File: src/rtl/axis_pkt_gen_pkg.sv
// Shared types and constants for the AXI-Stream packet generator.
// Holds the FSM state enum, stall-mode encoding and LFSR constants.
package axis_pkt_gen_pkg;

  typedef enum logic [1:0] {
    IDLE  = 2'd0,
    SEND  = 2'd1,
    STALL = 2'd2
  } state_t;

  // Mode 3 is reserved and behaves like STALL_NONE.
  typedef enum logic [1:0] {
    STALL_NONE   = 2'd0,
    STALL_FIXED  = 2'd1,
    STALL_RANDOM = 2'd2
  } stall_mode_t;

  localparam logic [15:0] LFSR_POLY = 16'hB400;
  localparam logic [15:0] LFSR_SEED = 16'hACE1;

  // One step of the right-shifting Galois LFSR, x^16+x^14+x^13+x^11+1.
  function automatic logic [15:0] lfsr_step(input logic [15:0] cur);
    return cur[0] ? ((cur >> 1) ^ LFSR_POLY) : (cur >> 1);
  endfunction

endpackage

File: src/rtl/axis_lfsr16.sv
// Free-running 16-bit Galois LFSR used to draw pseudo-random stall lengths.
// Advances on every clock; restarts from LFSR_SEED on reset.
module axis_lfsr16
  import axis_pkt_gen_pkg::*;
(
  input  logic        clk,
  input  logic        rst_n,
  output logic [15:0] out
);

  // NOTE: sequential state is always assigned with <= so every flop samples
  // pre-edge values and simulation order cannot change the result.
  always_ff @(posedge clk or negedge rst_n) begin
    if (!rst_n) out <= LFSR_SEED;
    else        out <= lfsr_step(out);
  end

endmodule

File: src/rtl/axis_pkt_gen.sv
// AXI-Stream packet generator: one command in, one packet of incrementing bytes out.
// Define AXIS_PKT_GEN_STALL_EN to build the fixed/pseudo-random inter-beat stall logic.
module axis_pkt_gen
  import axis_pkt_gen_pkg::*;
#(
  parameter int TDATA_WIDTH = 32,
  parameter int TDEST_WIDTH = 2,
  parameter int LEN_WIDTH   = 16
) (
  input  logic                     clk,
  input  logic                     rst_n,
  input  logic                     cmd_valid,
  output logic                     cmd_ready,
  input  logic [LEN_WIDTH-1:0]     cmd_len,
  input  logic [TDEST_WIDTH-1:0]   cmd_dest,
  input  logic [7:0]               cmd_seed,
  input  logic [1:0]               cmd_stall_mode,
  input  logic [3:0]               cmd_stall_cycles,
  output logic [TDATA_WIDTH-1:0]   m_axis_tdata,
  output logic [TDATA_WIDTH/8-1:0] m_axis_tkeep,
  output logic                     m_axis_tlast,
  output logic [TDEST_WIDTH-1:0]   m_axis_tdest,
  output logic                     m_axis_tvalid,
  input  logic                     m_axis_tready,
  output logic                     pkt_done,
  output logic [15:0]              pkt_count
);

  localparam int                   BYTES   = TDATA_WIDTH / 8;
  localparam logic [LEN_WIDTH-1:0] BYTES_L = LEN_WIDTH'(BYTES);

  state_t                   state_q, state_d;
  logic [TDATA_WIDTH-1:0]   tdata_q, tdata_d;
  logic [BYTES-1:0]         tkeep_q, tkeep_d;
  logic                     tlast_q, tlast_d;
  logic [TDEST_WIDTH-1:0]   tdest_q, tdest_d;
  logic                     tvalid_q, tvalid_d;
  logic                     cmd_ready_q, cmd_ready_d;
  logic                     pkt_done_q, pkt_done_d;
  logic [15:0]              pkt_count_q, pkt_count_d;
  logic [7:0]               byte_q, byte_d;   // value of the first byte of the next beat
  logic [LEN_WIDTH-1:0]     left_q, left_d;   // bytes not yet loaded into a beat

  logic                     accept, handshake, load_beat;
  logic [7:0]               src_byte;
  logic [LEN_WIDTH-1:0]     src_left;
  logic [TDATA_WIDTH-1:0]   nb_data;
  logic [BYTES-1:0]         nb_keep;
  logic                     nb_last;
  logic [LEN_WIDTH-1:0]     nb_take;

  assign accept    = cmd_ready_q & cmd_valid;
  assign handshake = tvalid_q & m_axis_tready;

`ifdef AXIS_PKT_GEN_STALL_EN
  logic [15:0] lfsr;
  logic [1:0]  mode_q, mode_d;
  logic [3:0]  cyc_q, cyc_d;
  logic [3:0]  stall_cnt_q, stall_cnt_d;
  logic [3:0]  stall_n;
  logic        unused_lfsr_hi;

  axis_lfsr16 u_lfsr (
    .clk   (clk),
    .rst_n (rst_n),
    .out   (lfsr)
  );

  assign unused_lfsr_hi = ^lfsr[15:4];

  always_comb begin
    case (mode_q)
      STALL_FIXED:  stall_n = cyc_q;
      STALL_RANDOM: stall_n = lfsr[3:0] & cyc_q;
      default:      stall_n = 4'd0;
    endcase
  end
`else
  logic unused_stall_cfg;
  assign unused_stall_cfg = ^{cmd_stall_mode, cmd_stall_cycles};
`endif

  // The next beat is built from the command on acceptance, else from the running pointer.
  always_comb begin
    src_byte = accept ? cmd_seed : byte_q;
    src_left = accept ? cmd_len  : left_q;
    nb_data  = '0;
    nb_keep  = '0;
    for (int i = 0; i < BYTES; i++) begin
      if (LEN_WIDTH'(i) < src_left) begin
        nb_keep[i]        = 1'b1;
        nb_data[8*i +: 8] = src_byte + 8'(i);
      end
    end
    nb_last = (src_left <= BYTES_L);
    nb_take = nb_last ? src_left : BYTES_L;
  end

  // NOTE: every signal driven here gets a default first, so no path leaves
  // it unassigned and no latch is inferred.
  always_comb begin
    state_d     = state_q;
    tdata_d     = tdata_q;
    tkeep_d     = tkeep_q;
    tlast_d     = tlast_q;
    tdest_d     = tdest_q;
    tvalid_d    = tvalid_q;
    pkt_done_d  = 1'b0;
    pkt_count_d = pkt_count_q;
    byte_d      = byte_q;
    left_d      = left_q;
    load_beat   = 1'b0;
`ifdef AXIS_PKT_GEN_STALL_EN
    mode_d      = mode_q;
    cyc_d       = cyc_q;
    stall_cnt_d = stall_cnt_q;
`endif

    case (state_q)
      IDLE: begin
        if (accept) begin
          tdest_d = cmd_dest;
`ifdef AXIS_PKT_GEN_STALL_EN
          mode_d  = cmd_stall_mode;
          cyc_d   = cmd_stall_cycles;
`endif
          // A zero-length command is consumed without producing a packet.
          if (cmd_len != '0) begin
            state_d   = SEND;
            tvalid_d  = 1'b1;
            load_beat = 1'b1;
          end
        end
      end
      SEND: begin
        if (handshake) begin
          if (tlast_q) begin
            state_d     = IDLE;
            tvalid_d    = 1'b0;
            tlast_d     = 1'b0;
            pkt_done_d  = 1'b1;
            pkt_count_d = pkt_count_q + 16'd1;
          end else begin
            load_beat = 1'b1;
`ifdef AXIS_PKT_GEN_STALL_EN
            if (stall_n != 4'd0) begin
              state_d     = STALL;
              tvalid_d    = 1'b0;
              stall_cnt_d = stall_n;
            end
`endif
          end
        end
      end
`ifdef AXIS_PKT_GEN_STALL_EN
      STALL: begin
        stall_cnt_d = stall_cnt_q - 4'd1;
        if (stall_cnt_q == 4'd1) begin
          state_d  = SEND;
          tvalid_d = 1'b1;
        end
      end
`endif
      default: begin
        state_d  = IDLE;
        tvalid_d = 1'b0;
      end
    endcase

    if (load_beat) begin
      tdata_d = nb_data;
      tkeep_d = nb_keep;
      tlast_d = nb_last;
      byte_d  = src_byte + 8'(BYTES);
      left_d  = src_left - nb_take;
    end

    cmd_ready_d = (state_d == IDLE);
  end

  always_ff @(posedge clk or negedge rst_n) begin
    if (!rst_n) begin
      state_q     <= IDLE;
      tdata_q     <= '0;
      tkeep_q     <= '0;
      tlast_q     <= 1'b0;
      tdest_q     <= '0;
      tvalid_q    <= 1'b0;
      cmd_ready_q <= 1'b0;
      pkt_done_q  <= 1'b0;
      pkt_count_q <= '0;
      byte_q      <= '0;
      left_q      <= '0;
`ifdef AXIS_PKT_GEN_STALL_EN
      mode_q      <= '0;
      cyc_q       <= '0;
      stall_cnt_q <= '0;
`endif
    end else begin
      state_q     <= state_d;
      tdata_q     <= tdata_d;
      tkeep_q     <= tkeep_d;
      tlast_q     <= tlast_d;
      tdest_q     <= tdest_d;
      tvalid_q    <= tvalid_d;
      cmd_ready_q <= cmd_ready_d;
      pkt_done_q  <= pkt_done_d;
      pkt_count_q <= pkt_count_d;
      byte_q      <= byte_d;
      left_q      <= left_d;
`ifdef AXIS_PKT_GEN_STALL_EN
      mode_q      <= mode_d;
      cyc_q       <= cyc_d;
      stall_cnt_q <= stall_cnt_d;
`endif
    end
  end

  assign cmd_ready     = cmd_ready_q;
  assign m_axis_tdata  = tdata_q;
  assign m_axis_tkeep  = tkeep_q;
  assign m_axis_tlast  = tlast_q;
  assign m_axis_tdest  = tdest_q;
  assign m_axis_tvalid = tvalid_q;
  assign pkt_done      = pkt_done_q;
  assign pkt_count     = pkt_count_q;

endmodule

File: config.mk
export PLATFORM = sky130hd
export DESIGN_NAME = axis_pkt_gen
export DESIGN_NICKNAME = d
export VERILOG_FILES = /design/src/rtl/axis_pkt_gen_pkg.sv /design/src/rtl/axis_lfsr16.sv /design/src/rtl/axis_pkt_gen.sv
export SDC_FILE = /design/constraint.sdc
export NUM_CORES = 1
export LEC_CHECK = 0
export CAP_MARGIN = 20
export CORE_MARGIN = 5
export CORE_UTILIZATION = 56
export CTS_CLUSTER_SIZE = 20
export DETAILED_ROUTE_END_ITERATION = 12
export PLACE_DENSITY = 0.83
export SETUP_SLACK_MARGIN = 0.2
export SKIP_LAST_GASP = 1
export SLEW_MARGIN = 20
export SYNTH_ARGS = -nofsm -noshare
export SYNTH_HDL_FRONTEND = slang
export SYNTH_SLANG_ARGS = --single-unit
File: constraint.sdc
create_clock -name clk -period 5.2 [get_ports clk]
set_input_delay 1.3 -clock clk [delete_from_list [all_inputs] [get_ports clk]]
set_output_delay 1.3 -clock clk [all_outputs]
set_load 0.02 [all_outputs]
==> metrics.md <==
| Metric | Value |
|---|---|
| Peak Freq | `0.232 GHz` |
| Static leakage | `2.44 nW` |
| FF-to-FF path depth | `9` |
| Mapped Cells | `470` |
| Most frequent cells after synthesis | `dfrtp_1 (84), nand2_1 (59), nor2_1 (48), a21oi_1 (28), xnor2_1 (25)` |
| Synth area leaders | `dfrtp_1 (46%), nand2_1 (4.8%), xnor2_1 (4.8%), nor2_1 (3.9%), a21oi_1 (3.1%)` |
| Critical path capture point type | `flop` |
| Fillers | `652` |
| Ys flop type | `dfrtp_1` |
| Worst setup SP type | `input port` |
| GRT overflow | `0` |
| Setup TNS | `0 ns` |
| Total Routing Usage GR | `0.236` |
| Min-delay worst type | `reg2reg` |
| Clk_lat worst skew | `0.36 ns` |
| Ys async rst share | `1.00` |
| First-pass GRT wire length | `19100 microns` |
| R2r endpoint | `left_q[8]` |
| Largest net degree at the start of global routing | `85` |
| Reg clk slew, reported paths | `0.09 ns` |
| Number of port buffers | `87` |
| Max Cap Viol | `0` |
| Gpl congestion | `0.868` |
| N_diodes | `0` |
| Ports | `94` |
| Largest area contributor in the netlist | `dfrtp_1` |
| Final net count | `598` |
| Post-synth top area share | `0.460` |
| Crit path kind | `in2reg` |
| Mapped Area | `4570 sq um` |
| Critical path, cell by cell | `clkdlybuf4s50_1 > and2_4 > mux2i_1 > a31oi_2 > inv_1 > ha_1 > o211ai_4 > nand3b_1 > a2111o_1 > nand4_1` |
| R2R setup slack | `1.94 ns` |
| Largest delay share family, worst path | `compound AO/OA/AOI/OAI gates` |
| Post-CTS Setup Inserts | `0` |
| Seq/Total Area, Yosys | `0.460` |
| CP Depth | `10` |
| CTS Buffer Depth | `2` |
| Placed insts | `649` |
| P per Cell Area | `464 nW/um^2` |
| Root buf cell | `clkbuf_8` |
| # setup viols final | `0` |
| Die ar. | `10100 sq um` |
| Hold Crit Depth | `1` |
| Critical path's slowest cell | `clkdlybuf4s50_1` |
| Most frequent cell after synthesis | `dfrtp_1` |
| Layout cells sized above 1 | `0.0857` |
| Layout Cells excl Fill | `665` |
| Critical path buffer and inverter count | `2` |
| Placed cell area | `5530 sq um` |
| Count of pins over their slew limit | `0` |
| Seq cells post-synth | `84` |
| Worst Hold Launch | `state_q[1]` |
| Synth warn | `0` |
| Total CTS buffers | `9` |
| Synth Area per Inst | `9.72 sq um` |
| IR drop worst, VDD | `0.000325 V` |
| CTS H-tree lvls | `3` |
| Number of global-route vias before repair | `3884` |
| Row cnt | `33` |
| Via count | `3945` |
| Initial antenna violation count | `0` |
| CTS tree | `yes` |
| Die Y | `100 microns` |
| Total length of routed wires | `11400 microns` |
| Final Hold Fails | `0` |
| CTS Hold Bufs | `0` |
| Overall power | `2.65 mW` |
| Final Cell Area | `5720 sq um` |
| Clock period minus worst slack | `4.31 ns` |
| DP HPWL | `8190 microns` |
| Max_slew headroom | `0.327` |
| Status | `completed` |
| Critical path fanouts, max | `38` |
| First-pass DRT Iterations | `5` |
| CTS sink count | `84` |
| WHS Endpoint | `m_axis_tvalid` |
| Die Wd | `100 microns` |
| Syn Nets | `513` |
| Antenna viol nets, final | `0` |
| Final period util | `0.828` |
| Worst EP arrival | `4.60 ns` |
| Initial Util | `0.565` |
| Slew @ Worst Pin | `0.981 ns` |
| DR vias/cell | `5.93` |
| Initial DRC count | `332` |
| FF-to-FF Start | `cmd_ready` |
| RSZ-0062 raised after global routing | `no` |
| DR WL/cell | `17.1 microns` |
| Setup Skew | `0.00961 ns` |
| Critical Path RT | `5.49 ns` |
| DR DRC count | `0` |
| Number of synthesized flops with an enable pin | `0` |
| Crit path largest cell delay | `0.74 ns` |
| Synth cell types | `68` |
| PostCTS Resize Cnt | `0` |
| Core outline area | `8090 sq um` |
| Synth-to-Final Area Change | `25.2%` |
metrics by stage:
stage | setup slack [ns] | hold WS [ns] | utilization
final | 0.894 | 0.476 | 0.707
after CTS | 0.970 | 0.482 | 0.707
after detailed placement | 0.556 | 0.462 | 0.684
after global placement | 0.635 | 0.451 | 0.684
after global routing | 0.692 | 0.503 | 0.707
after floorplan | 1.61 | 0.427 | -
cells by family after synthesis:
group	Yosys count	synth area share
buffers and inverters	30	0.0290
flip-flops	84	0.460
AND/OR/NAND/NOR	177	0.189
AO/OA/AOI/OAI	116	0.193
other	2	0.00164
XOR/XNOR	38	0.0728
multiplexers	16	0.0359
adder cells (fa/ha/maj)	7	0.0192
sequential cells by signal, summed over array words and instances (netlist names):
name	count
m_axis_tkeep	4
byte_q	8
m_axis_tdest	2
cmd_ready	1
pkt_count	16
m_axis_tlast	1
pkt_done	1
m_axis_tvalid	1
m_axis_tdata	32
left_q	16
state_q	2
area by class of cell:
type	instances	area (sq um)	share of cell area
Multi-Input combinational cell	356	2340	0.409
Timing Repair Buffer	94	925	0.162
Clock inverter	7	61.3	0.0107
Clock buffer	9	124	0.0216
Tap cell	105	131	0.0230
Sequential cell	84	2100	0.367
Inverter	10	37.5	0.00656
how the worst max path moves through the flow:
stage,start,end
after global routing,cmd_valid,m_axis_tdata[10]
after CTS,cmd_valid,m_axis_tdata[9]
after detailed placement,cmd_valid,m_axis_tdata[10]
final,cmd_valid,left_q[8]
after floorplan,cmd_valid,m_axis_tdata[31]
after global placement,cmd_valid,left_q[8]
worst reg2reg max path, cell delays in order, from the launching register on:
cell and delay [ns]:
dfrtp_1 0.64, and2_4 0.56, mux2i_1 0.30, a31oi_2 0.31, inv_1 0.08, ha_1 0.25, o211ai_4 0.37, nand3b_1 0.20
a2111o_1 0.41, nand4_1 0.08
report_power, final:
group | leakage [nW] | switching (mW) | internal, mW
sequential | 1.03 | 0.163 | 0.860
combinational | 1.31 | 0.643 | 0.541
clock | 0.0892 | 0.263 | 0.184
per-layer routing:
| metal | routed length (microns) | track usage | part of all wire | vias up |
|---|---|---|---|---|
| met5 | 0 | 0 | 0 | - |
| met4 | 157 | 0.0798 | 0.014 | 0 |
| met3 | 639 | 0.0417 | 0.056 | 14 |
| met2 | 5710 | 0.382 | 0.50 | 142 |
| met1 | 4890 | 0.322 | 0.43 | 1942 |
| li1 | - | - | - | 1847 |
layout by cell type (no fill, tap or decap), types with 3 or more instances in the layout:
cell type / count
nor2b_1: 3
o21ai_0: 17
inv_6: 4
nand3_1: 24
nor3_1: 8
nand4_1: 6
xnor2_1: 25
mux2i_1: 13
and3_1: 6
a211o_1: 3
ha_1: 7
o31ai_1: 9
dfrtp_1: 84
nor2_1: 48
clkbuf_8: 9
clkdlybuf4s50_1: 86
and2_1: 3
buf_4: 7
a21o_1: 5
xor2_1: 13
nand2_1: 59
mux2_2: 3
a211oi_1: 7
inv_1: 10
a21oi_1: 28
a22o_1: 13
o21a_1: 4
No activity file was read; power rests on OpenSTA's default activity.
